### config.mk
export PLATFORM = sky130hd
export DESIGN_NAME = spi_tx_route_flat
export DESIGN_NICKNAME = d
export VERILOG_FILES = /design/src/rtl/spi_tx_route_if.sv /design/src/rtl/spi_tx_route.sv /design/src/flat_wrapper.sv
export SDC_FILE = /design/constraint.sdc
export NUM_CORES = 1
export LEC_CHECK = 0
export CORE_MARGIN = 3
export CORE_UTILIZATION = 42
export DETAILED_ROUTE_END_ITERATION = 16
export GPL_ROUTABILITY_DRIVEN = 0
export HOLD_SLACK_MARGIN = 0.1
export PLACE_DENSITY_LB_ADDON = 0.05
export SLEW_MARGIN = 10
export SYNTH_ARGS = -nofsm -noshare
export SYNTH_HDL_FRONTEND = slang
export SYNTH_SLANG_ARGS = --single-unit
### constraint.sdc
create_clock -name clk -period 2.95 [get_ports clk]
set_input_delay 0.59 -clock clk [delete_from_list [all_inputs] [get_ports clk]]
set_output_delay 0.59 -clock clk [all_outputs]
set_load 0.05 [all_outputs]
### src/rtl/spi_tx_route_if.sv
// spi_tx_route_if: bus bundle between the MCU side and the slave fan-out of
// spi_tx_route. Carries the select request, the MCU SPI signals, the seven
// per-slave SPI outputs and the routing status.
//   slave  modport : used by spi_tx_route (the router itself)
//   master modport : used by whatever drives the MCU side / observes status
interface spi_tx_route_if;
   logic [6:0] sw_flag;
   logic       mcu_spi_sclk;
   logic       mcu_spi_mosi;
   logic       mcu_spi_cs_n;
   logic [6:0] slave_spi_sclk;
   logic [6:0] slave_spi_mosi;
   logic [6:0] slave_spi_cs_n;
   logic       sel_valid;
   logic [2:0] sel_idx;
   logic       sel_err;

   modport slave (
      input  sw_flag, mcu_spi_sclk, mcu_spi_mosi, mcu_spi_cs_n,
      output slave_spi_sclk, slave_spi_mosi, slave_spi_cs_n,
      output sel_valid, sel_idx, sel_err
   );

   modport master (
      output sw_flag, mcu_spi_sclk, mcu_spi_mosi, mcu_spi_cs_n,
      input  slave_spi_sclk, slave_spi_mosi, slave_spi_cs_n,
      input  sel_valid, sel_idx, sel_err
   );
endinterface

### src/rtl/spi_tx_route.sv
// spi_tx_route: MCU-to-slave half of the 7-slave SPI switch. Forwards the MCU
// SCLK/MOSI/CS_n to exactly one slave chosen by sw_flag. The request is
// synchronised, debounced and checked for one-hot; a new selection is only
// applied while the SPI bus is idle so no slave sees a truncated transfer.
// Ports:
//   clk, rst_n : system clock (>= 4x SCLK), asynchronous active-low reset
//   bus        : spi_tx_route_if.slave
//                in : sw_flag[6:0], mcu_spi_sclk/mosi/cs_n
//                out: slave_spi_sclk/mosi/cs_n[6:0], sel_valid, sel_idx, sel_err

// One output lane: passes the MCU signals through when enabled, otherwise
// parks the slave at its unselected levels. Purely combinational.
module spi_tx_route_lane #(
   parameter logic SCLK_IDLE = 1'b0
) (
   input  logic en,
   input  logic mcu_sclk,
   input  logic mcu_mosi,
   input  logic mcu_cs_n,
   output logic slv_sclk,
   output logic slv_mosi,
   output logic slv_cs_n
);
   assign slv_sclk = en ? mcu_sclk : SCLK_IDLE;
   assign slv_mosi = en ? mcu_mosi : 1'b0;
   assign slv_cs_n = en ? mcu_cs_n : 1'b1;
endmodule

module spi_tx_route #(
   parameter int unsigned DEBOUNCE_CYCLES = 16,
   parameter int unsigned GUARD_CYCLES    = 4,
   parameter logic        SCLK_IDLE       = 1'b0
) (
   input  logic            clk,
   input  logic            rst_n,
   spi_tx_route_if.slave   bus
);
   localparam int unsigned NUM_SLV = 7;
   localparam logic [15:0] DEB_MAX = 16'(DEBOUNCE_CYCLES - 1);
   localparam logic [7:0]  GUARD   = 8'(GUARD_CYCLES);

   typedef enum logic [1:0] {IDLE, ARMED, ACTIVE} state_t;

   function automatic logic [2:0] oh2idx(input logic [NUM_SLV-1:0] oh);
      logic [2:0] idx;
      idx = 3'd0;
      for (int i = 0; i < NUM_SLV; i++)
         if (oh[i]) idx = 3'(i + 1);
      return idx;
   endfunction

   // synchronisers
   logic [NUM_SLV-1:0] sw_s1_q, sw_s_q, sw_prev_q;
   logic               cs_s1_q, cs_s_q;

   // debounce / guard / FSM state
   logic [15:0]        dcnt_q, dcnt_d;
   logic [NUM_SLV-1:0] cand_q, cand_d;
   logic [7:0]         gcnt_q, gcnt_d;
   state_t             state_q, state_d;
   logic [NUM_SLV-1:0] sel_oh_q, sel_oh_d;
   logic [2:0]         sel_idx_q, sel_idx_d;
   logic               sel_valid_q, sel_valid_d;
   logic               sel_err_q, sel_err_d;

   logic               cand_ok;
   logic               bus_idle;

   always_comb begin
      dcnt_d = dcnt_q;
      cand_d = cand_q;
      // any change of the synchronised request restarts the stability window
      if (sw_s_q != sw_prev_q)
         dcnt_d = 16'd0;
      else if (dcnt_q != DEB_MAX)
         dcnt_d = dcnt_q + 16'd1;
      // latch on the cycle the window completes (and keep refreshing while
      // saturated; sw_s is unchanged then, so cand is stable)
      if (dcnt_d == DEB_MAX)
         cand_d = sw_s_q;

      cand_ok   = (cand_q != '0) && ((cand_q & (cand_q - 7'd1)) == '0);
      sel_err_d = (cand_q != '0) && !cand_ok;

      // guard holds at full value while CS is low, so it starts counting
      // down from GUARD_CYCLES on the synchronised rising edge
      if (!cs_s_q)
         gcnt_d = GUARD;
      else if (gcnt_q != 8'd0)
         gcnt_d = gcnt_q - 8'd1;
      else
         gcnt_d = 8'd0;

      // raw CS is included so a falling CS still inside the synchroniser
      // blocks a select change
      bus_idle = cs_s_q && bus.mcu_spi_cs_n && (gcnt_q == 8'd0);

      state_d   = state_q;
      sel_oh_d  = sel_oh_q;
      sel_idx_d = sel_idx_q;
      case (state_q)
         IDLE: begin
            if (cand_ok && bus_idle) begin
               state_d   = ARMED;
               sel_oh_d  = cand_q;
               sel_idx_d = oh2idx(cand_q);
            end
         end
         ARMED: begin
            if (!cs_s_q) begin
               state_d = ACTIVE;
            end else if (bus_idle && (cand_q != sel_oh_q)) begin
               if (cand_ok) begin
                  sel_oh_d  = cand_q;
                  sel_idx_d = oh2idx(cand_q);
               end else begin
                  state_d   = IDLE;
                  sel_oh_d  = '0;
                  sel_idx_d = 3'd0;
               end
            end
         end
         ACTIVE: begin
            // only entered with cs_s low, so cs_s high here is the rising edge
            if (cs_s_q) state_d = ARMED;
         end
         default: begin
            state_d   = IDLE;
            sel_oh_d  = '0;
            sel_idx_d = 3'd0;
         end
      endcase
      sel_valid_d = (state_d != IDLE);
   end

   always_ff @(posedge clk or negedge rst_n) begin
      if (!rst_n) begin
         sw_s1_q     <= '0;
         sw_s_q      <= '0;
         sw_prev_q   <= '0;
         cs_s1_q     <= 1'b1;
         cs_s_q      <= 1'b1;
         dcnt_q      <= 16'd0;
         cand_q      <= '0;
         gcnt_q      <= 8'd0;
         state_q     <= IDLE;
         sel_oh_q    <= '0;
         sel_idx_q   <= 3'd0;
         sel_valid_q <= 1'b0;
         sel_err_q   <= 1'b0;
      end else begin
         sw_s1_q     <= bus.sw_flag;
         sw_s_q      <= sw_s1_q;
         sw_prev_q   <= sw_s_q;
         cs_s1_q     <= bus.mcu_spi_cs_n;
         cs_s_q      <= cs_s1_q;
         dcnt_q      <= dcnt_d;
         cand_q      <= cand_d;
         gcnt_q      <= gcnt_d;
         state_q     <= state_d;
         sel_oh_q    <= sel_oh_d;
         sel_idx_q   <= sel_idx_d;
         sel_valid_q <= sel_valid_d;
         sel_err_q   <= sel_err_d;
      end
   end

   // per-slave fan-out
   logic [NUM_SLV-1:0] lane_sclk, lane_mosi, lane_cs_n;

   for (genvar g = 0; g < NUM_SLV; g++) begin : g_lane
      spi_tx_route_lane #(.SCLK_IDLE(SCLK_IDLE)) u_lane (
         .en       (sel_valid_q && sel_oh_q[g]),
         .mcu_sclk (bus.mcu_spi_sclk),
         .mcu_mosi (bus.mcu_spi_mosi),
         .mcu_cs_n (bus.mcu_spi_cs_n),
         .slv_sclk (lane_sclk[g]),
         .slv_mosi (lane_mosi[g]),
         .slv_cs_n (lane_cs_n[g])
      );
   end

   assign bus.slave_spi_sclk = lane_sclk;
   assign bus.slave_spi_mosi = lane_mosi;
   assign bus.slave_spi_cs_n = lane_cs_n;
   assign bus.sel_valid      = sel_valid_q;
   assign bus.sel_idx        = sel_idx_q;
   assign bus.sel_err        = sel_err_q;
endmodule

### src/flat_wrapper.sv
// flat-port wrapper written by rule: the top's interface ports become plain ports
module spi_tx_route_flat 
#(
   parameter int unsigned DEBOUNCE_CYCLES = 16,
   parameter int unsigned GUARD_CYCLES    = 4,
   parameter logic        SCLK_IDLE       = 1'b0
)
  (clk, rst_n, bus_sw_flag, bus_mcu_spi_sclk, bus_mcu_spi_mosi, bus_mcu_spi_cs_n, bus_slave_spi_sclk, bus_slave_spi_mosi, bus_slave_spi_cs_n, bus_sel_valid, bus_sel_idx, bus_sel_err);
  spi_tx_route_if bus_i ();
  input  logic clk;
  input  logic rst_n;
  input wire logic [$bits(bus_i.sw_flag)-1:0] bus_sw_flag;
  input wire logic [$bits(bus_i.mcu_spi_sclk)-1:0] bus_mcu_spi_sclk;
  input wire logic [$bits(bus_i.mcu_spi_mosi)-1:0] bus_mcu_spi_mosi;
  input wire logic [$bits(bus_i.mcu_spi_cs_n)-1:0] bus_mcu_spi_cs_n;
  output wire logic [$bits(bus_i.slave_spi_sclk)-1:0] bus_slave_spi_sclk;
  output wire logic [$bits(bus_i.slave_spi_mosi)-1:0] bus_slave_spi_mosi;
  output wire logic [$bits(bus_i.slave_spi_cs_n)-1:0] bus_slave_spi_cs_n;
  output wire logic [$bits(bus_i.sel_valid)-1:0] bus_sel_valid;
  output wire logic [$bits(bus_i.sel_idx)-1:0] bus_sel_idx;
  output wire logic [$bits(bus_i.sel_err)-1:0] bus_sel_err;
  assign bus_i.sw_flag = bus_sw_flag;
  assign bus_i.mcu_spi_sclk = bus_mcu_spi_sclk;
  assign bus_i.mcu_spi_mosi = bus_mcu_spi_mosi;
  assign bus_i.mcu_spi_cs_n = bus_mcu_spi_cs_n;
  assign bus_slave_spi_sclk = bus_i.slave_spi_sclk;
  assign bus_slave_spi_mosi = bus_i.slave_spi_mosi;
  assign bus_slave_spi_cs_n = bus_i.slave_spi_cs_n;
  assign bus_sel_valid = bus_i.sel_valid;
  assign bus_sel_idx = bus_i.sel_idx;
  assign bus_sel_err = bus_i.sel_err;
  spi_tx_route #(.DEBOUNCE_CYCLES(DEBOUNCE_CYCLES), .GUARD_CYCLES(GUARD_CYCLES), .SCLK_IDLE(SCLK_IDLE)) u_core (.clk(clk), .rst_n(rst_n), .bus(bus_i));
endmodule
==> results of run 1 <==
[stage by stage]
stage / power (µW) / worst slack, ns / utilization, % / instance area [µm²]
2_1_floorplan: 1210 / 0.442 / - / 3570
3_3_place_gp: 1280 / 0.231 / 47.6 / 3790
3_5_place_dp: 1290 / 0.212 / 47.6 / 3790
4_1_cts: 2070 / 0.194 / 50.1 / 3990
5_1_grt: 2160 / 0.0386 / 50.2 / 4000
6_report: 2030 / 0.319 / 50.2 / 4000
[cell usage after synthesis, types with 8 or more instances]
cell       n
dfrtp_1   66
nor2_1    38
buf_4     23
xnor2_1   22
nand2_1   19
mux2_2    18
and3_1    17
xor2_1    15
inv_1     11
a211oi_1   9
clkbuf_1   8
nand3_1    8
[cells in the final DEF (no fill, tap or decap), types with 11 or more instances in the layout]
cell	netlist	routed
dfrtp_1	66	66
nor2_1	38	38
buf_4	23	29
xnor2_1	22	22
nand2_1	19	19
mux2_2	18	18
and3_1	17	17
xor2_1	15	15
clkdlybuf4s50_1	0	15
inv_1	11	11
[metal layers]
layer | part of all wire, % | routed length [µm] | vias to the layer above
met3 | 4.3 | 287 | 8
met4 | 1.2 | 81 | 0
li1 | - | - | 1195
met1 | 53 | 3550 | 1130
met5 | 0 | 0 | -
met2 | 41 | 2750 | 43
[sequential cells by signal (all words and copies together) (netlist names)]
register / count
u_core.sw_prev_q: 7
u_core.sw_s1_q: 7
u_core.dcnt_q: 16
u_core.sel_oh_q: 7
u_core.cs_s1_q: 1
u_core.bus.sel_idx: 3
u_core.bus.sel_valid: 1
u_core.cs_s_q: 1
u_core.gcnt_q: 8
u_core.cand_q: 7
u_core.state_q: 2
u_core.bus.sel_err: 1
u_core.sw_s_q: 7
[report_power, final]
group | internal, µW | switching, µW
registers | 993 | 49.3
logic | 105 | 116
clock network | 394 | 376
[cell type report]
type	instances	area (µm²)
Fill cell	734	3970
Multi-Input combinational cell	220	1530
Clock inverter	7	76.3
Sequential cell	68	1700
Inverter	11	41.3
Timing Repair Buffer	46	393
Tap cell	102	128
Clock buffer	9	124
[cell families after synthesis]
kind of cell	Yosys count	share of synthesized area, %
compound gates	41	8.84
xor+xnor	37	9.09
fa+ha+maj	3	1.05
buf+inv	50	9.23
flops	68	47.8
mux	19	5.96
simple gates	120	18.0
[final timing paths]
| path | start | endpoint | slack, ns | depth (start not counted) |
|---|---|---|---|---|
| min in group clk | u_core.sw_s1_q[6] | u_core.sw_s_q[6] | 0.35 | 0 |
| max in group asynchronous | rst_n | u_core.gcnt_q[6] | 2.09 | 2 |
| worst max-delay path | u_core.dcnt_q[0] | u_core.cand_q[5] | 0.32 | 7 |
| worst min register to register | u_core.sw_s1_q[6] | u_core.sw_s_q[6] | 0.35 | 0 |
| worst min-delay path | rst_n | u_core.dcnt_q[8] | 0.22 | 1 |
| worst max register to register | u_core.dcnt_q[0] | u_core.cand_q[5] | 0.32 | 7 |
[repair_timing]
item                       CTS  global route
setup endpoints to repair    0             7
hold buffers                 0             0
buffers inserted             0             1
==> impl_results.rst, run 1 <==
.. list-table::
   :header-rows: 1

   * - Metric
     - Value
   * - Post-DR wirelength/cell
     - 14.4 µm
   * - Detailed-placement wirelength estimate
     - 4.68 mm
   * - Synthesized netlist net count
     - 353
   * - Layout overhead on the synthesized area
     - 12.1%
   * - Max_slew headroom
     - 59.2%
   * - Main area contributors after synthesis
     - dfrtp_1, mux2_2, xnor2_1, buf_4, nor2_1
   * - Distinct cell type count after synthesis
     - 54
   * - CP bufs+invs
     - 1
   * - Largest net degree at the start of global routing
     - 47
   * - DP Cell Count
     - 446
   * - Yosys top cell by area
     - dfrtp_1
   * - Crit-path max FO
     - 8
   * - Number of buffers added by the clock tree synthesis step
     - 9
   * - Status
     - complete, no violations
   * - Gate count after technology mapping
     - 338
   * - Share of synthesized flip-flops with an asynchronous set or reset
     - 100%
   * - Top cell family by delay on the critical path
     - simple AND/OR/NAND/NOR gates
   * - EDFF count, synth
     - 0
   * - Chip Height
     - 98.1 µm
   * - Clock transition at the registers of the reported paths
     - 0.08 ns
   * - Synth Area per Inst
     - 10.6 µm²
   * - Met2 Resource Use GR
     - 20.2%
   * - Sum of negative setup slack
     - 0 ns
   * - CP endpoint kind
     - register
   * - Vias post-DR
     - 2,376
   * - Worst clock skew
     - 0.0123 ns
   * - Count of pins over their slew limit
     - 0
   * - Area share of the leading cell type in the synthesized netlist
     - 46.3%
   * - Overall routing resource usage
     - 14.8%
   * - Via count of the first global-routing pass
     - 2,288
   * - Setup crit start kind
     - register
   * - Ant. Diodes
     - 0
   * - Clock tree from TritonCTS
     - yes
   * - Wire length of the first global-routing pass
     - 11.6 mm
   * - Data required time at the worst endpoint
     - 3.17 ns
   * - Kind of critical path
     - register to register
   * - Met1 Usage GRT
     - 22.9%
   * - Power density normalized to cell area
     - 509 nW/µm²
   * - Total wire length after detailed routing
     - 6.66 mm
   * - Post-layout min period
     - 2.63 ns
   * - Worst Max-Slew Pin Slew
     - 0.612 ns
   * - Worst EP arrival
     - 2.85 ns
   * - Setup repair after global routing missed its margin
     - no
   * - Number of antenna violations at the first check in global routing
     - 0
   * - Antenna violation net count after detailed routing
     - 0
   * - Total of warnings raised by yosys
     - 0
   * - Port Buffers
     - 37
   * - Fraction of final layout cells sized beyond drive strength 1
     - 21.3%
   * - Final period utilization
     - 89.2%
   * - Sequential cell area fraction in the yosys report
     - 47.8%
   * - Layout Cells excl Fill
     - 463
   * - Overall die area
     - 9630 µm²
   * - Number of hold violations in the final report
     - 0
   * - Quantity of gates resized following cts
     - 0
   * - Worst Hold Slack
     - 0.220 ns
   * - Worst min-delay path class
     - primary input to asynchronous set/reset pin
   * - Fraction of met3 tracks used by global routing
     - 4.00%
   * - Clock sink count
     - 68
   * - Total global routing overflow
     - 0
   * - Layout net count
     - 371
   * - Number of max-cap violations
     - 0
   * - Maximum resistive drop on vdd
     - 0.401 mV
   * - CTS HTree Levels
     - 3
   * - Critical-path top delay cell
     - or4bb_4
   * - Busiest layer in global routing
     - met1
   * - Final setup violation count
     - 0
   * - Number of optimization iterations in the first detailed-route pass
     - 4
   * - Die Wd
     - 98.1 µm
   * - Mean number of vias per cell
     - 5.13
   * - Leakage dissipation
     - 0.00176 µW
   * - Delay of the slowest critical-path stage
     - 0.55 ns
   * - 1st-iter DRT viols
     - 114
   * - Total DRC errors in the routed layout
     - 0
   * - Clock Root Buffer
     - clkbuf_8
   * - Count of state elements after synthesis
     - 68
   * - CP Cell Sequence
     - ha_1 > nand3_1 > nor2_1 > or4bb_4 > a2111oi_4 > buf_4 > mux2_2
   * - Clock network latency to the later pin of the worst-skew pair
     - 0.34 ns
   * - Standard-cell row count
     - 32
   * - Max Root-Sink Buffers
     - 2
   * - Synthesized area
     - 3570 µm²
   * - Initial standard-cell utilization of the core
     - 44.8%
   * - Max Fclk
     - 0.380 GHz
   * - Core region area
     - 7970 µm²
   * - Prevailing post-synth register cell
     - dfrtp_1
   * - Boundary pin count
     - 38
(Power assumes the default switching activity.)
==> run 2, diff against run 1 <==
SLEW_MARGIN = not set   (was 10)
==> results of run 2 <==
Same layout as run 1: the final DEF is identical, and so are final timing and power.
==> run 3, diff against run 2 <==
clock period = 2.16 ns   (was 2.95 ns; I/O delays follow)
==> impl_results.rst, run 3 (synthesis gave the netlist of run 1 again) <==
.. list-table::
   :header-rows: 1

   * - Metric
     - Value
   * - Post-layout min period
     - 2.32 ns (was 2.63 ns)
   * - Max Root-Sink Buffers
     - 2 (unchanged)
   * - Core region area
     - 7970 µm² (unchanged)
   * - Clock Root Buffer
     - clkbuf_8 (unchanged)
   * - Clock network latency to the later pin of the worst-skew pair
     - 0.34 ns (about the same)
   * - DP Cell Count
     - 495 (was 446)
   * - Post-DR wirelength/cell
     - 14.8 µm (was 14.4 µm)
   * - Status
     - finished, violations left (was complete, no violations)
   * - Setup repair after global routing missed its margin
     - yes (was no)
   * - Clock tree from TritonCTS
     - yes (unchanged)
   * - Clock transition at the registers of the reported paths
     - 0.08 ns (about the same)
   * - Layout Cells excl Fill
     - 520 (was 463)
   * - Clock network fraction of design power
     - 33.8% (was 37.9%)
   * - Standard-cell row count
     - 32 (unchanged)
   * - Power density normalized to cell area
     - 571 nW/µm² (was 509 nW/µm²)
   * - Top cell family by delay on the critical path
     - simple AND/OR/NAND/NOR gates (unchanged)
   * - 1st-iter DRT viols
     - 115 (was 114)
   * - Register ranked first by flip-flop count
     - u_core.dcnt_q (unchanged)
   * - Die Wd
     - 98.1 µm (unchanged)
   * - Final setup violation count
     - 12 (was 0)
   * - Number of buffers added by the clock tree synthesis step
     - 9 (unchanged)
   * - Worst Max-Slew Pin Slew
     - 0.584 ns (was 0.612 ns)
   * - Data required time at the worst endpoint
     - 2.38 ns (was 3.17 ns)
   * - Boundary pin count
     - 38 (unchanged)
   * - Crit. Startpoint
     - u_core.dcnt_q[7] (was u_core.dcnt_q[0])
   * - Crit-path max FO
     - 7 (was 8)
   * - Maximum resistive drop on vdd
     - 0.484 mV (was 0.401 mV)
   * - Number of flip-flops in the largest register
     - 16 (unchanged)
   * - Chip Height
     - 98.1 µm (unchanged)
   * - Detailed-placement wirelength estimate
     - 5.52 mm (was 4.68 mm)
   * - Kind of critical path
     - register to register (unchanged)
   * - Non-Filler Cell Area, Final
     - 4870 µm² (was 4000 µm²)
   * - Mean number of vias per cell
     - 5.11 (was 5.13)
   * - Largest net degree at the start of global routing
     - 28 (was 47)
   * - Number of antenna violations at the first check in global routing
     - 0 (unchanged)
   * - Switching share of total power
     - 28.0% (was 26.6%)
   * - Cell Int Power
     - 2000 µW (was 1490 µW)
   * - Number of max-cap violations
     - 0 (unchanged)
   * - Post-place instance area
     - 4430 µm² (was 3790 µm²)
   * - Max Fclk
     - 0.431 GHz (was 0.380 GHz)
   * - Worst clock skew
     - 0.0136 ns (was 0.0123 ns)
   * - Ant. Diodes
     - 0 (unchanged)
   * - Final-layout fill cell count
     - 656 (was 734)
   * - CP Cell Sequence
     - nand4_1 > buf_4 > or4_1 > a32oi_1 > o21bai_4 > a2111oi_4 > buf_6 > mux2_4 (was ha_1 > nand3_1 > nor2_1 > or4bb_4 > a2111oi_4 > buf_4 > mux2_2)
   * - Leakage dissipation
     - 0.00215 µW (was 0.00176 µW)
   * - Vias post-DR
     - 2,655 (was 2,376)
   * - Wire length of the first global-routing pass
     - 13.6 mm (was 11.6 mm)
   * - Part of the total power dissipated in combinational logic
     - 15.2% (was 10.9%)
   * - Layout overhead on the synthesized area
     - 36.5% (was 12.1%)
   * - Commonest cells after routing, fill and taps aside
     - buf_4, dfrtp_1, nor2_1, xnor2_1, nand2_1 (was dfrtp_1, nor2_1, buf_4, xnor2_1, nand2_1)
   * - Sw Pwr
     - 779 µW (was 542 µW)
   * - Sum of negative setup slack
     - -1.18 ns (was 0 ns)
   * - Max_slew headroom
     - 61.0% (was 59.2%)
   * - CP endpoint kind
     - register (unchanged)
   * - Initial standard-cell utilization of the core
     - 44.8% (unchanged)
   * - Setup crit start kind
     - register (unchanged)
   * - Min-delay src
     - u_core.sw_s1_q[4]
   * - Layout net count
     - 428 (was 371)
   * - Antenna violation net count after detailed routing
     - 0 (unchanged)
   * - Overall routing resource usage
     - 17.3% (was 14.8%)
   * - Final period utilization
     - 107% (was 89.2%)
   * - Total DRC errors in the routed layout
     - 0 (unchanged)
   * - Proportion of power drawn by flip-flops and latches
     - 50.9% (was 51.2%)
   * - Total global routing overflow
     - 0 (unchanged)
   * - Most frequent standard cell in the layout excluding fill and tap cells
     - buf_4 (was dfrtp_1)
   * - Failing checks
     - negative setup slack
   * - Total wire length after detailed routing
     - 7.70 mm (was 6.66 mm)
   * - Port Buffers
     - 37 (unchanged)
   * - Overall die area
     - 9630 µm² (unchanged)
   * - Regs by FF count
     - u_core.dcnt_q: 16 flops, u_core.gcnt_q: 8 flops (unchanged)
   * - CP bufs+invs
     - 2 (was 1)
   * - Final WS setup
     - -0.159 ns (was 0.319 ns)
   * - Number of optimization iterations in the first detailed-route pass
     - 4 (unchanged)
   * - Worst EP arrival
     - 2.54 ns (was 2.85 ns)
   * - Delay of the slowest critical-path stage
     - 0.52 ns (was 0.55 ns)
   * - Worst r2r src
     - u_core.dcnt_q[7] (was u_core.dcnt_q[0])
   * - CTS HTree Levels
     - 3 (unchanged)
   * - Via count of the first global-routing pass
     - 2,775 (was 2,288)
   * - Clock sink count
     - 68 (unchanged)
   * - Count of pins over their slew limit
     - 0 (unchanged)
   * - Worst min-delay path class
     - register to register (was primary input to asynchronous set/reset pin)
   * - Number of hold violations in the final report
     - 0 (unchanged)
   * - Critical-path top delay cell
     - or4_1 (was or4bb_4)
   * - Fraction of final layout cells sized beyond drive strength 1
     - 37.6% (was 21.3%)
-- run 3: metrics by stage --
step	utilization (%)	hold WS [ns]	total power [µW]	setup slack, ns
floorplan	-	0.136	1650	-0.173
global placement	55.6	0.333	1840	-0.274
detailed placement	55.6	0.340	1850	-0.328
CTS	59.6	0.358	2820	-0.177
global route	61.1	0.369	2940	-0.286
finish	61.1	0.355	2780	-0.159
-- run 3: timing repair --
item,CTS,global route
setup buffers,5,2
cloned,0,1
pin swaps,9,9
hold endpoints to repair,17,0
hold buffers,1,0
resized for setup,21,17
setup endpoints to repair,17,17
-- run 3: power groups by stage --
| stage | registers, µW | clock network [µW] | logic [µW] |
|---|---|---|---|
| after detailed placement | 1430 | 0 | 413 |
| after global routing | 1430 | 1030 | 481 |
| final | 1420 | 940 | 424 |
| after CTS | 1420 | 977 | 427 |
| after global placement | 1430 | 0 | 406 |
| after floorplan | 1430 | 0 | 217 |
-- run 3: path summary, 6_finish.rpt --
check,to,slack [ns],cells past startpoint
max in group asynchronous,u_core.gcnt_q[4],1.02,3
setup / recovery,u_core.cand_q[5],-0.16,8
hold / removal,u_core.sw_s_q[4],0.35,0
min in group asynchronous,u_core.dcnt_q[12],0.61,2
setup reg to reg,u_core.cand_q[5],-0.16,8
hold reg to reg,u_core.sw_s_q[4],0.35,0
-- run 3: area by class of cell --
cell class                 instances  area, µm²  share of cell area [%]
inverter                          11       41.3                   0.848
multi-input combinational        220       1770                    36.4
sequential                        68       1710                    35.1
clock buffer                       9        124                    2.54
clock inverter                     7       51.3                    1.05
timing repair buffer             103       1040                    21.5
tap                              102        128                    2.62
-- run 3: routing by layer --
layer  vias up  routed length, µm  track usage [%]
met5         -                  0                0
met4         0                 74             5.04
met3         6                315             4.07
met2        46               3560             26.8
met1      1288               3760             24.5
li1       1315                  -                -
